### config.mk
export PLATFORM = sky130hd
export DESIGN_NAME = next_pc_unit_flat
export DESIGN_NICKNAME = d
export VERILOG_FILES = /design/src/rtl/next_pc_unit_if.sv /design/src/rtl/next_pc_unit.sv /design/src/flat_wrapper.sv
export SDC_FILE = /design/constraint.sdc
export NUM_CORES = 1
export LEC_CHECK = 0
export ABC_AREA = 1
export BUFFER_PORTS_ARGS = -buffer_cell sky130_fd_sc_hd__buf_2
export CELL_PAD_IN_SITES_DETAIL_PLACEMENT = 0
export CELL_PAD_IN_SITES_GLOBAL_PLACEMENT = 2
export CORE_ASPECT_RATIO = 1.5
export CORE_MARGIN = 2
export CORE_UTILIZATION = 22
export DETAILED_ROUTE_END_ITERATION = 16
export GPL_ROUTABILITY_DRIVEN = 0
export PLACE_DENSITY = 0.9
export RECOVER_POWER = 50
export SYNTH_ARGS = -nofsm -noshare
export SYNTH_HDL_FRONTEND = slang
export SYNTH_SLANG_ARGS = --single-unit
### constraint.sdc
create_clock -name i_clk -period 2.4 [get_ports i_clk]
set_clock_uncertainty 0.05 [all_clocks]
set_input_delay 0.12 -clock i_clk [delete_from_list [all_inputs] [get_ports i_clk]]
set_output_delay 0.12 -clock i_clk [all_outputs]
set_load 0.01 [all_outputs]
### src/rtl/next_pc_unit_if.sv
// Program-counter producer bus: pipeline inputs and next-PC/control outputs.
interface next_pc_unit_if #(
    parameter int NBITS    = 32,
    parameter int CNT_BITS = 32
);
    logic [NBITS-1:0]    i_PC;
    logic [NBITS-1:0]    i_PC_4;
    logic [NBITS-1:0]    i_instr;
    logic                i_start;
    logic                i_mode_step;
    logic                i_step;
    logic                i_stall;
    logic                i_branch_taken;
    logic [NBITS-1:0]    i_branch_target;
    logic                i_jr;
    logic [NBITS-1:0]    i_jr_target;
    logic                i_jump;
    logic [NBITS-1:0]    i_jump_target;
    logic [NBITS-1:0]    o_NPC;
    logic                o_flush;
    logic                o_halted;
    logic [1:0]          o_state;
    logic [CNT_BITS-1:0] o_cycle_count;

    modport slave (
        input  i_PC, i_PC_4, i_instr, i_start, i_mode_step, i_step,
        input  i_stall, i_branch_taken, i_branch_target,
        input  i_jr, i_jr_target, i_jump, i_jump_target,
        output o_NPC, o_flush, o_halted, o_state, o_cycle_count
    );

    modport master (
        output i_PC, i_PC_4, i_instr, i_start, i_mode_step, i_step,
        output i_stall, i_branch_taken, i_branch_target,
        output i_jr, i_jr_target, i_jump, i_jump_target,
        input  o_NPC, o_flush, o_halted, o_state, o_cycle_count
    );
endinterface

### src/rtl/next_pc_unit.sv
// Next-PC selection with stall-held redirects, run/step/halt control
// and a saturating active-cycle counter.
module next_pc_unit #(
    parameter int               NBITS      = 32,
    parameter logic [NBITS-1:0] HALT_INSTR = 32'hFFFFFFFF,
    parameter int               CNT_BITS   = 32
) (
    input  logic           i_clk,
    input  logic           i_reset,
    next_pc_unit_if.slave  bus
);
    typedef enum logic [1:0] {
        IDLE = 2'b00,
        RUN  = 2'b01,
        STEP = 2'b10,
        HALT = 2'b11
    } state_e;

    state_e              state_q, state_d;
    logic                pend_valid_q, pend_valid_d;
    logic [NBITS-1:0]    pend_addr_q, pend_addr_d;
    logic [CNT_BITS-1:0] cnt_q, cnt_d;

    logic             adv;
    logic             redir_any;
    logic [NBITS-1:0] live_tgt;
    logic [NBITS-1:0] npc;
    logic             flush;

    // Branch wins: it belongs to the oldest instruction in flight.
    always_comb begin
        redir_any = bus.i_branch_taken | bus.i_jr | bus.i_jump;
        if (bus.i_branch_taken) begin
            live_tgt = bus.i_branch_target;
        end else if (bus.i_jr) begin
            live_tgt = bus.i_jr_target;
        end else begin
            live_tgt = bus.i_jump_target;
        end
        adv = (state_q == RUN) || ((state_q == STEP) && bus.i_step);
    end

    always_comb begin
        state_d      = state_q;
        pend_valid_d = pend_valid_q;
        pend_addr_d  = pend_addr_q;
        cnt_d        = cnt_q;
        npc          = bus.i_PC;
        flush        = 1'b0;

        unique case (state_q)
            IDLE: begin
                if (bus.i_start) begin
                    state_d = bus.i_mode_step ? STEP : RUN;
                end
            end
            RUN, STEP: begin
                if (adv && !bus.i_stall) begin
                    if (pend_valid_q) begin
                        npc          = pend_addr_q;
                        flush        = 1'b1;
                        pend_valid_d = 1'b0;
                    end else if (redir_any) begin
                        npc   = live_tgt;
                        flush = 1'b1;
                    end else if (bus.i_instr == HALT_INSTR) begin
                        state_d      = HALT;
                        pend_valid_d = 1'b0;
                    end else begin
                        npc = bus.i_PC_4;
                    end
                end else if (redir_any) begin
                    // A held jump/jr never displaces an older pending target.
                    if (!pend_valid_q) begin
                        pend_valid_d = 1'b1;
                        pend_addr_d  = live_tgt;
                    end else if (bus.i_branch_taken) begin
                        pend_addr_d = bus.i_branch_target;
                    end
                end
                if (adv && !(&cnt_q)) begin
                    cnt_d = cnt_q + {{(CNT_BITS-1){1'b0}}, 1'b1};
                end
            end
            HALT: begin
            end
            default: begin
                state_d = IDLE;
            end
        endcase
    end

    always_ff @(posedge i_clk) begin
        if (i_reset) begin
            state_q      <= IDLE;
            pend_valid_q <= 1'b0;
            pend_addr_q  <= '0;
            cnt_q        <= '0;
        end else begin
            state_q      <= state_d;
            pend_valid_q <= pend_valid_d;
            pend_addr_q  <= pend_addr_d;
            cnt_q        <= cnt_d;
        end
    end

    assign bus.o_NPC         = npc;
    assign bus.o_flush       = flush;
    assign bus.o_halted      = (state_q == HALT);
    assign bus.o_state       = state_q;
    assign bus.o_cycle_count = cnt_q;
endmodule

### src/flat_wrapper.sv
// flat-port wrapper written by rule: the top's interface ports become plain ports
module next_pc_unit_flat 
#(
    parameter int               NBITS      = 32,
    parameter logic [NBITS-1:0] HALT_INSTR = 32'hFFFFFFFF,
    parameter int               CNT_BITS   = 32
)
  (i_clk, i_reset, bus_i_PC, bus_i_PC_4, bus_i_instr, bus_i_start, bus_i_mode_step, bus_i_step, bus_i_stall, bus_i_branch_taken, bus_i_branch_target, bus_i_jr, bus_i_jr_target, bus_i_jump, bus_i_jump_target, bus_o_NPC, bus_o_flush, bus_o_halted, bus_o_state, bus_o_cycle_count);
  next_pc_unit_if #(.NBITS(NBITS), .CNT_BITS(CNT_BITS)) bus_i ();
  input  logic i_clk;
  input  logic i_reset;
  input wire logic [$bits(bus_i.i_PC)-1:0] bus_i_PC;
  input wire logic [$bits(bus_i.i_PC_4)-1:0] bus_i_PC_4;
  input wire logic [$bits(bus_i.i_instr)-1:0] bus_i_instr;
  input wire logic [$bits(bus_i.i_start)-1:0] bus_i_start;
  input wire logic [$bits(bus_i.i_mode_step)-1:0] bus_i_mode_step;
  input wire logic [$bits(bus_i.i_step)-1:0] bus_i_step;
  input wire logic [$bits(bus_i.i_stall)-1:0] bus_i_stall;
  input wire logic [$bits(bus_i.i_branch_taken)-1:0] bus_i_branch_taken;
  input wire logic [$bits(bus_i.i_branch_target)-1:0] bus_i_branch_target;
  input wire logic [$bits(bus_i.i_jr)-1:0] bus_i_jr;
  input wire logic [$bits(bus_i.i_jr_target)-1:0] bus_i_jr_target;
  input wire logic [$bits(bus_i.i_jump)-1:0] bus_i_jump;
  input wire logic [$bits(bus_i.i_jump_target)-1:0] bus_i_jump_target;
  output wire logic [$bits(bus_i.o_NPC)-1:0] bus_o_NPC;
  output wire logic [$bits(bus_i.o_flush)-1:0] bus_o_flush;
  output wire logic [$bits(bus_i.o_halted)-1:0] bus_o_halted;
  output wire logic [$bits(bus_i.o_state)-1:0] bus_o_state;
  output wire logic [$bits(bus_i.o_cycle_count)-1:0] bus_o_cycle_count;
  assign bus_i.i_PC = bus_i_PC;
  assign bus_i.i_PC_4 = bus_i_PC_4;
  assign bus_i.i_instr = bus_i_instr;
  assign bus_i.i_start = bus_i_start;
  assign bus_i.i_mode_step = bus_i_mode_step;
  assign bus_i.i_step = bus_i_step;
  assign bus_i.i_stall = bus_i_stall;
  assign bus_i.i_branch_taken = bus_i_branch_taken;
  assign bus_i.i_branch_target = bus_i_branch_target;
  assign bus_i.i_jr = bus_i_jr;
  assign bus_i.i_jr_target = bus_i_jr_target;
  assign bus_i.i_jump = bus_i_jump;
  assign bus_i.i_jump_target = bus_i_jump_target;
  assign bus_o_NPC = bus_i.o_NPC;
  assign bus_o_flush = bus_i.o_flush;
  assign bus_o_halted = bus_i.o_halted;
  assign bus_o_state = bus_i.o_state;
  assign bus_o_cycle_count = bus_i.o_cycle_count;
  next_pc_unit #(.NBITS(NBITS), .HALT_INSTR(HALT_INSTR), .CNT_BITS(CNT_BITS)) u_core (.i_clk(i_clk), .i_reset(i_reset), .bus(bus_i));
endmodule
---- Word level (Yosys, flattened, before mapping) ----
Index checks and enable logic that the tools add are counted.
word-level totals
  register bits after elaboration ......... 67
  output and inout bits ................... 68
  word-level logic and storage cells ...... 55
cells by class
  $add $sub $neg .......................... 1
  equal/unequal tests ..................... 10
  multiplexer cells ....................... 22
  bitwise gates (word level) .............. 3
  reduce and logical (&&, ||, !) cells .... 15
operators by type and width
  kind                                                    number
  2-to-1 mux 32 bit                                       9
  adder 32 x 1 -> 32 bit (second input constant)          1
  == test 32 bit (second input constant)                  1
  AND reduction 32 bit                                    1
  2-to-1 mux 2 bit                                        6
  inequality test 2 bit (second input constant)           4
  2-to-1 mux 1 bit                                        6
  AND reduction 6 bit                                     1
  == test 2 bit (second input constant)                   2
  inequality test 2 x 1 -> 1 bit (second input constant)  2
  one-hot mux 2 bit (2 select lines)                      1
  AND reduction 2 bit                                     2
  AND reduction 4 bit                                     1
  nonzero test 2 bit                                      2
  logical AND 1 bit                                       3
  == test 2 x 1 -> 1 bit (second input constant)          1
  zero test 1 bit                                         2
  zero test 2 bit                                         1
  bitwise OR 1 bit                                        2
  OR reduction 2 bit                                      1
  logical OR 1 bit                                        1
  NOT 1 bit                                               1

---- Longest topological paths before layout ----
Gate-level depths: netlist of the first run.
  word-level depth ........................ 6
  mapped depth ............................ 11

---- Worst setup path before layout of the first run ----
Ideal clock, no wire load.
  path kind ............................... flip-flop to output port
  start point ............................. register u_core.state_q[0] (netlist: u_core.bus.o_state[0])
  end point ............................... output port bus_o_NPC[10]
  data arrival time ....................... 1.854 ns
  data required time ...................... 2.230 ns
  setup slack ............................. 0.376 ns
  cell stages (with the launch flop) ...... 12
  cells stage by stage .................... dfxtp_1 inv_1 ha_1 buf_4 inv_1 a21oi_2 nand2_1 clkinv_1 o21ai_2 buf_2 nand2_1 nand2_1
on the way
  word-level cells in the longest chain between the ends .. 6
ends and longest elaborated chain
  what                    RTL line                                text
  from (decl)             next_pc_unit.sv:19                      state_e state_q, state_d;
  from (signal assigned)  next_pc_unit.sv:100                     state_q <= state_d;
  == test 2 bit           next_pc_unit.sv:40, next_pc_unit.sv:51
  logical AND 1 bit       next_pc_unit.sv:40                      adv = (state_q == RUN) || ((state_q == STEP) && bus.i_step);
  logical OR 1 bit        next_pc_unit.sv:40
  logical AND 1 bit       next_pc_unit.sv:58                      if (adv && !bus.i_stall) begin
  2-to-1 mux 32 bit       next_pc_unit.sv:58
  2-to-1 mux 32 bit *     next_pc_unit.sv:51                      unique case (state_q)
  to (decl)               flat_wrapper.sv:25                      output wire logic [$bits(bus_i.o_NPC)-1:0] bus_o_NPC;
Every way passes the cells marked *; elsewhere a longest branch is shown, timed or not.

---- Worst setup path in the final report of the first run ----
  start point ............................. register u_core.state_q[0] (netlist: u_core.bus.o_state[0])
  end point ............................... output port bus_o_NPC[25]
Same word-level chain as after synthesis.

==> reports/metrics.yaml, run 1 <==
post_place_instance_area_um2: 7200
synthesis.instances: 974
ir_drop_uv: 383
fp.dieH_um: 198
number_of_nets_at_the_end_of_the_flow: 1429
worstReg2RegEnd: "u_core.bus.o_cycle_count[11]"
route.vias.total: 7182
cts-buffers-inserted: 9
synth_seq_area_share: 0.243
syn_nets: 1180
area_growth_syn_to_layout_pct: 36.0
fmax_ghz: 0.449
fp.dieArea_um2: 26400
total_wirelength_of_the_detailed_routed_design_mm: 23.1
via_count_of_the_first_global_routing_pass: 6906
timing.reg2reg.worst_path_depth: 9
combined_area_of_the_multi_input_logic_cells_um2: 3830
rsz_0062_raised_after_global_routing: "no"
timing_worst_setup_path_type: "flop to output port"
post-route-cell-area_um2: 7500
timing.hold.worst_path_depth: 3
io_buffer_count: 268
clockPowerShare: 0.226
maximum_number_of_pins_on_one_net_before_global_route_repair: 97
grt_pass1_wl_mm: 35.5
setup_violations: 0
p_int_mw: 3.11
cp_data_required_time_ps: 2230
final.fill_count: 2910
htree_levels: 3
ys.flop_type: "dfxtp_1"
drt.antenna.violating_nets: 0
hold_end: "u_core.pend_addr_q[19]"
reg2reg_launch_point: "u_core.bus.o_cycle_count[0]"
ff_latch_area_um2: 1350
yosys.cell_types.count: 33
switching_share: 0.431
syn-mean-instance-area_um2: 5.66
drt_wl_cell_um: 14.8
pwr-share-comb: 0.488
drc: 0
place_worst_setup_slack_ps: 237
final_max_slew_viol_count: 0
yosysWarningCount: 0
worst_slew_margin_relative_to_its_limit: 0.545
switching_power_mw: 2.35
most_used_standard_cell_by_instance_count_after_synthesis: "nand2_1"
async_reset_ff_frac: 0
placementRows: 71
detail_route.iter0.violations: 318
post_drt_via_cell_ratio: 4.61
final_layout_size_suffix_gt1_frac: 0.246
final-hold-violation-count: 0
worst_pin_slew_ps: 683
tns_ps: 0
post-synth-top-area-cell: "nand2_1"
grt_remaining_overflow: 0
period_minus_slack_ps: 2230
floorplan.core_area_um2: 24900
worst_hold_path_type: "input pin to flop"
clk_root_buffer_cell: "clkbuf_16"
cts-hold-fix-buffers: 0
run_status: "finished, final reports clean"
proportion_of_netlist_area_held_by_the_largest_area_contributor: 0.257
final_min_period_over_clock_period: 0.928
final_core_util: 0.301
leakage_nw: 3.41
most_frequent_cells_after_synthesis: "nand2_1, nand3_1, nor2_1"
chipWidth_um: 133
clock_insertion_delay_worst_skew_ps: 330
timing.final.ws_setup_ps: 172
power_per_cell_area_nw_per_um2: 729
grt_use_total: 0.170
ys_seq_elements: 67
crit_arrival_ps: 2060
design.portCount: 269
seqPwrFrac: 0.286
initial_core_util: 0.222
timing.critical_path.fanout_max: 33
critPathCaptureType: "output port"
dpl.hpwl_mm: 17.1
drv.max_cap_violation_count: 0
number_of_flops_mapped_to_enable_cells_by_yosys: 0
timing.reg2reg.setup_slack_ps: 230
yosys-top-cells-area: "nand2_1, dfxtp_1, nand3_1"
crit_path_start_kind: "flop"
tritoncts: "built"
first_pass_iters: 5
antenna_found_initial: 2
clockBufferDepth: 2
cts.clk_slew.worst_paths_ps: 60
min_from: "bus_i_branch_target[19]"
syn-cell-area_um2: 5510
cts_sinks: 67
==> stage by stage <==
step                power (mW)  hold slack, ps  std cells
floorplan                 3.44             258        974
global placement          4.21             379       1535
detailed placement        4.23             387       1535
CTS                       5.61            21.1       1555
global route              5.96            42.7       1555
finish                    5.47            44.3       1557
==> repair_timing <==
| item | CTS | global route |
|---|---|---|
| hold endpoints to repair | 0 | 0 |
| setup buffers | 4 | 0 |
| cloned | 1 | 0 |
| gates resized for setup | 5 | 5 |
| endpoints found under the setup margin | 32 | 32 |
| pin swaps | 0 | 0 |
==> cell families (layout without fill, tap and decap cells) <==
group / Yosys count / in the layout / share of synthesized area
fa+ha+maj: 5 / 5 / 0.0114
simple gates: 674 / 674 / 0.515
compound gates: 135 / 136 / 0.144
xor+xnor: 14 / 14 / 0.0222
buf+inv: 79 / 331 / 0.0642
flops: 67 / 67 / 0.243
other cells: 0 / 2 / 0
==> sequential cells by signal, indices dropped and copies added (netlist names) <==
name,flops
u_core.pend_addr_q,32
u_core.pend_valid_q,1
u_core.bus.o_cycle_count,32
u_core.bus.o_state,2
==> cells in the final DEF (no fill, tap or decap), types with 3 or more instances in the layout <==
master,n
a21oi_1,58
nand3b_1,16
buf_12,4
nor2_4,3
clkbuf_16,9
buf_4,20
o21ai_0,33
dfxtp_1,64
a22oi_1,32
inv_1,17
nand2_1,379
buf_2,235
xnor2_1,3
ha_1,5
clkinv_2,3
inv_2,3
clkbuf_1,34
nand2_2,4
xor2_1,11
nand4_1,6
a21oi_2,7
nor2_1,130
nand3_1,133
==> layout make-up <==
| class | instances | share of cell area |
|---|---|---|
| clock buffers | 10 | 0.0319 |
| well taps | 328 | 0.0547 |
| repair buffers | 295 | 0.208 |
| clock inverters | 5 | 0.00384 |
| inverters | 21 | 0.0108 |
| multi-input cells | 829 | 0.511 |
| diodes | 2 | 0.000667 |
| flip-flops and latches | 67 | 0.180 |
==> how the worst max path moves through the flow <==
stage	from	to	slack, ps	cells after the start
floorplan	u_core.bus.o_state[0]	bus_o_NPC[10]	380	11
global placement	u_core.bus.o_state[0]	bus_o_NPC[25]	300	10
detailed placement	u_core.bus.o_state[0]	bus_o_NPC[28]	240	10
CTS	u_core.bus.o_state[0]	bus_o_NPC[25]	20	11
global route	u_core.bus.o_state[0]	bus_o_NPC[25]	20	10
finish	u_core.bus.o_state[0]	bus_o_NPC[25]	170	10
==> power groups by stage <==
stage | logic, mW | clock network (mW) | registers, mW
after floorplan | 1.90 | 0 | 1.55
after global placement | 2.65 | 0 | 1.57
after detailed placement | 2.66 | 0 | 1.58
after CTS | 2.75 | 1.30 | 1.55
after global routing | 3.03 | 1.34 | 1.59
final | 2.67 | 1.23 | 1.56
==> metal layers <==
metal / part of all wire / wire length, um / track usage
met1: 0.40 / 9250 / 0.189
met5: 0 / 0 / 0
met3: 0.055 / 1280 / 0.0312
met2: 0.52 / 12000 / 0.328
met4: 0.022 / 496 / 0.0493
==> worst max-delay path: stages (launching register included) <==
cell and delay [ps]:
dfxtp_2 350, inv_1 80, ha_1 310, inv_2 70
a21oi_2 120, nand2_1 120, inv_4 130, buf_12 220
nand2_1 110, nand2_1 70, buf_2 120
No activity file was read; power rests on OpenSTA's default activity.
==> inputs of run 2 (changes only) <==
Settings changed: BUFFER_PORTS_ARGS -buffer_cell sky130_fd_sc_hd__buf_2 to -buffer_cell sky130_fd_sc_hd__buf_4.
==> run 2 against run 1 <==
Effect of this change: setup slack is essentially flat; final cell count decreased by 0.19%; count of clock-buffer cells in the layout grew 1; non-clock buffer count shrank 2; via count hardly changed; sequential share of layout area decreased by 1.5 points; first-iteration DRC count fell by 6.9%; global-route usage up 0.54 points; fmax hardly changed; sequential cell count unchanged; highest routed layer unchanged.
==> reports/metrics.yaml, run 2 (synthesis results as in run 1) <==
crit_arrival_ps: 2060  # about the same
cp_data_required_time_ps: 2230  # about the same
route.vias.total: 7180  # -0.028%
antenna_found_initial: 0  # -2
final.fill_count: 2912  # +0.069%
post_place_instance_area_um2: 7870  # +9.3%
final_cells: 1554  # -0.19%
final-hold-violation-count: 0  # unchanged
setup_violations: 0  # unchanged
place_worst_setup_slack_ps: 249  # +12.4 ps
area_growth_syn_to_layout_pct: 48.2
drt_wl_cell_um: 15.4  # +4.0%
cts-buffers-inserted: 9  # unchanged
final_min_period_over_clock_period: 0.928  # about the same
most-common-layout-cells: "nand2_1, buf_4, nand3_1"
fp.dieH_um: 198  # unchanged
worst_pin_slew_ps: 1080  # +398 ps
min_from: "bus_i_branch_target[31]"
detail_route.iter0.violations: 296  # -6.9%
tritoncts: "built"
timing.final.ws_setup_ps: 172  # +0.191 ps
dpl.hpwl_mm: 17.5  # +1.9%
clock_insertion_delay_worst_skew_ps: 340  # about the same
ff_latch_area_um2: 1350  # unchanged
htree_levels: 3  # unchanged
timing.reg2reg.setup_slack_ps: 340  # +110 ps
fp.dieArea_um2: 26400  # unchanged
crit_path_start_kind: "flop"
cts.clk_slew.worst_paths_ps: 60  # about the same
totalPowerFinal_mw: 5.91  # +8.1%
drt.antenna.violating_nets: 0  # unchanged
dp_cells: 1533  # -0.13%
placementRows: 71  # unchanged
layout.cells.most_common: "nand2_1"
worst_hold_path_type: "input pin to flop"
maximum_number_of_pins_on_one_net_before_global_route_repair: 97  # unchanged
grt_remaining_overflow: 0  # unchanged
cp-startpoint: "u_core.bus.o_state[0]"
chipWidth_um: 133  # unchanged
critPathCaptureType: "output port"
whs_ps: 28.4  # -15.9 ps
final_layout_size_suffix_gt1_frac: 0.247  # +0.00102
total_wirelength_of_the_detailed_routed_design_mm: 23.9  # +3.8%
grt_pass1_wl_mm: 36.5  # +2.7%
rsz_0062_raised_after_global_routing: "no"
antenna-diode-count: 0  # -2
cts_sinks: 67  # unchanged
grt_use_total: 0.176  # +0.00535
post-route-cell-area_um2: 8170  # +8.9%
post_drt_via_cell_ratio: 4.62  # +0.17%
combined_area_of_the_multi_input_logic_cells_um2: 3840  # +0.33%
timing_worst_setup_path_type: "flop to output port"
ir_drop_uv: 464  # +21%
initial_core_util: 0.222  # unchanged
floorplan.core_area_um2: 24900  # unchanged
final_max_slew_viol_count: 0  # unchanged
power_per_cell_area_nw_per_um2: 723  # -0.74%
io_buffer_count: 268  # unchanged
final_core_util: 0.328  # +0.0270
reg2reg_launch_point: "u_core.bus.o_state[0]"
leakage_nw: 3.65  # +7.0%
period_minus_slack_ps: 2230  # -0.191 ps
drv.max_cap_violation_count: 0  # unchanged
fmax_ghz: 0.449  # about the same
worst_slew_margin_relative_to_its_limit: 0.279  # -0.266
design.portCount: 269  # unchanged
run_status: "finished, final reports clean"
clk_root_buffer_cell: "clkbuf_16"
number_of_nets_at_the_end_of_the_flow: 1427  # -0.14%
drc: 0  # unchanged
timing.critical_path.fanout_max: 16  # -52%
first_pass_iters: 4  # -1
via_count_of_the_first_global_routing_pass: 6959  # +0.77%
tns_ps: 0  # unchanged
clockBufferDepth: 2  # unchanged
[run 2: cell types whose count changed in the layout (fill, tap and decap cells not counted), moves of 2 or more]
cell / change
buf_4: +232
buf_12: +2
clkbuf_16: +2
clkinv_2: -2
inv_4: -2
diode_2: -2
buf_2: -235
[run 2: path summary, 6_finish.rpt]
path / endpoint / depth (start not counted)
worst max-delay path: bus_o_NPC[21] / 11
worst min-delay path: u_core.pend_addr_q[31] / 3
worst max register to register: u_core.pend_addr_q[17] / 10
worst min register to register: u_core.bus.o_cycle_count[23] / 2
[run 2: cell type report]
class | count | share of cell area
Inverter | 21 | 0.0103
Multi-Input combinational cell | 829 | 0.470
Tap cell | 328 | 0.0502
Clock buffer | 11 | 0.0311
Clock inverter | 5 | 0.00720
Sequential cell | 67 | 0.165
Timing Repair Buffer | 293 | 0.266
[run 2: power by group]
group / internal (mW) / total [mW] / switching (mW)
Combinational: 1.17 / 2.90 / 1.73
Clock: 0.871 / 1.44 / 0.567
Sequential: 1.42 / 1.57 / 0.152
Total: 3.46 / 5.91 / 2.45
[run 2: metal layers]
metal | GRT usage | up-vias | wire [um]
met5 | 0 | - | 0
met4 | 0.0623 | 0 | 714
met3 | 0.0374 | 35 | 1390
met2 | 0.327 | 213 | 12300
met1 | 0.197 | 3229 | 9570
li1 | - | 3703 | -
[run 2: critical path, cell delays in order (launching register included)]
cell and delay (ps):
dfxtp_2 360, inv_1 80, ha_1 320, inv_2 120, a21oi_2 50, nand2_1 130
clkinv_4 130, o21ai_4 90, buf_12 170, nand2_1 70, nand2_1 70, buf_4 110
[run 2: repair_timing]
item / 4_1_cts / 5_1_grt
setup endpoints to repair: 32 / 32
gates cloned: 1 / 1
buffers inserted: 3 / 0
hold buffers: 0 / 0
resized for setup: 4 / 7
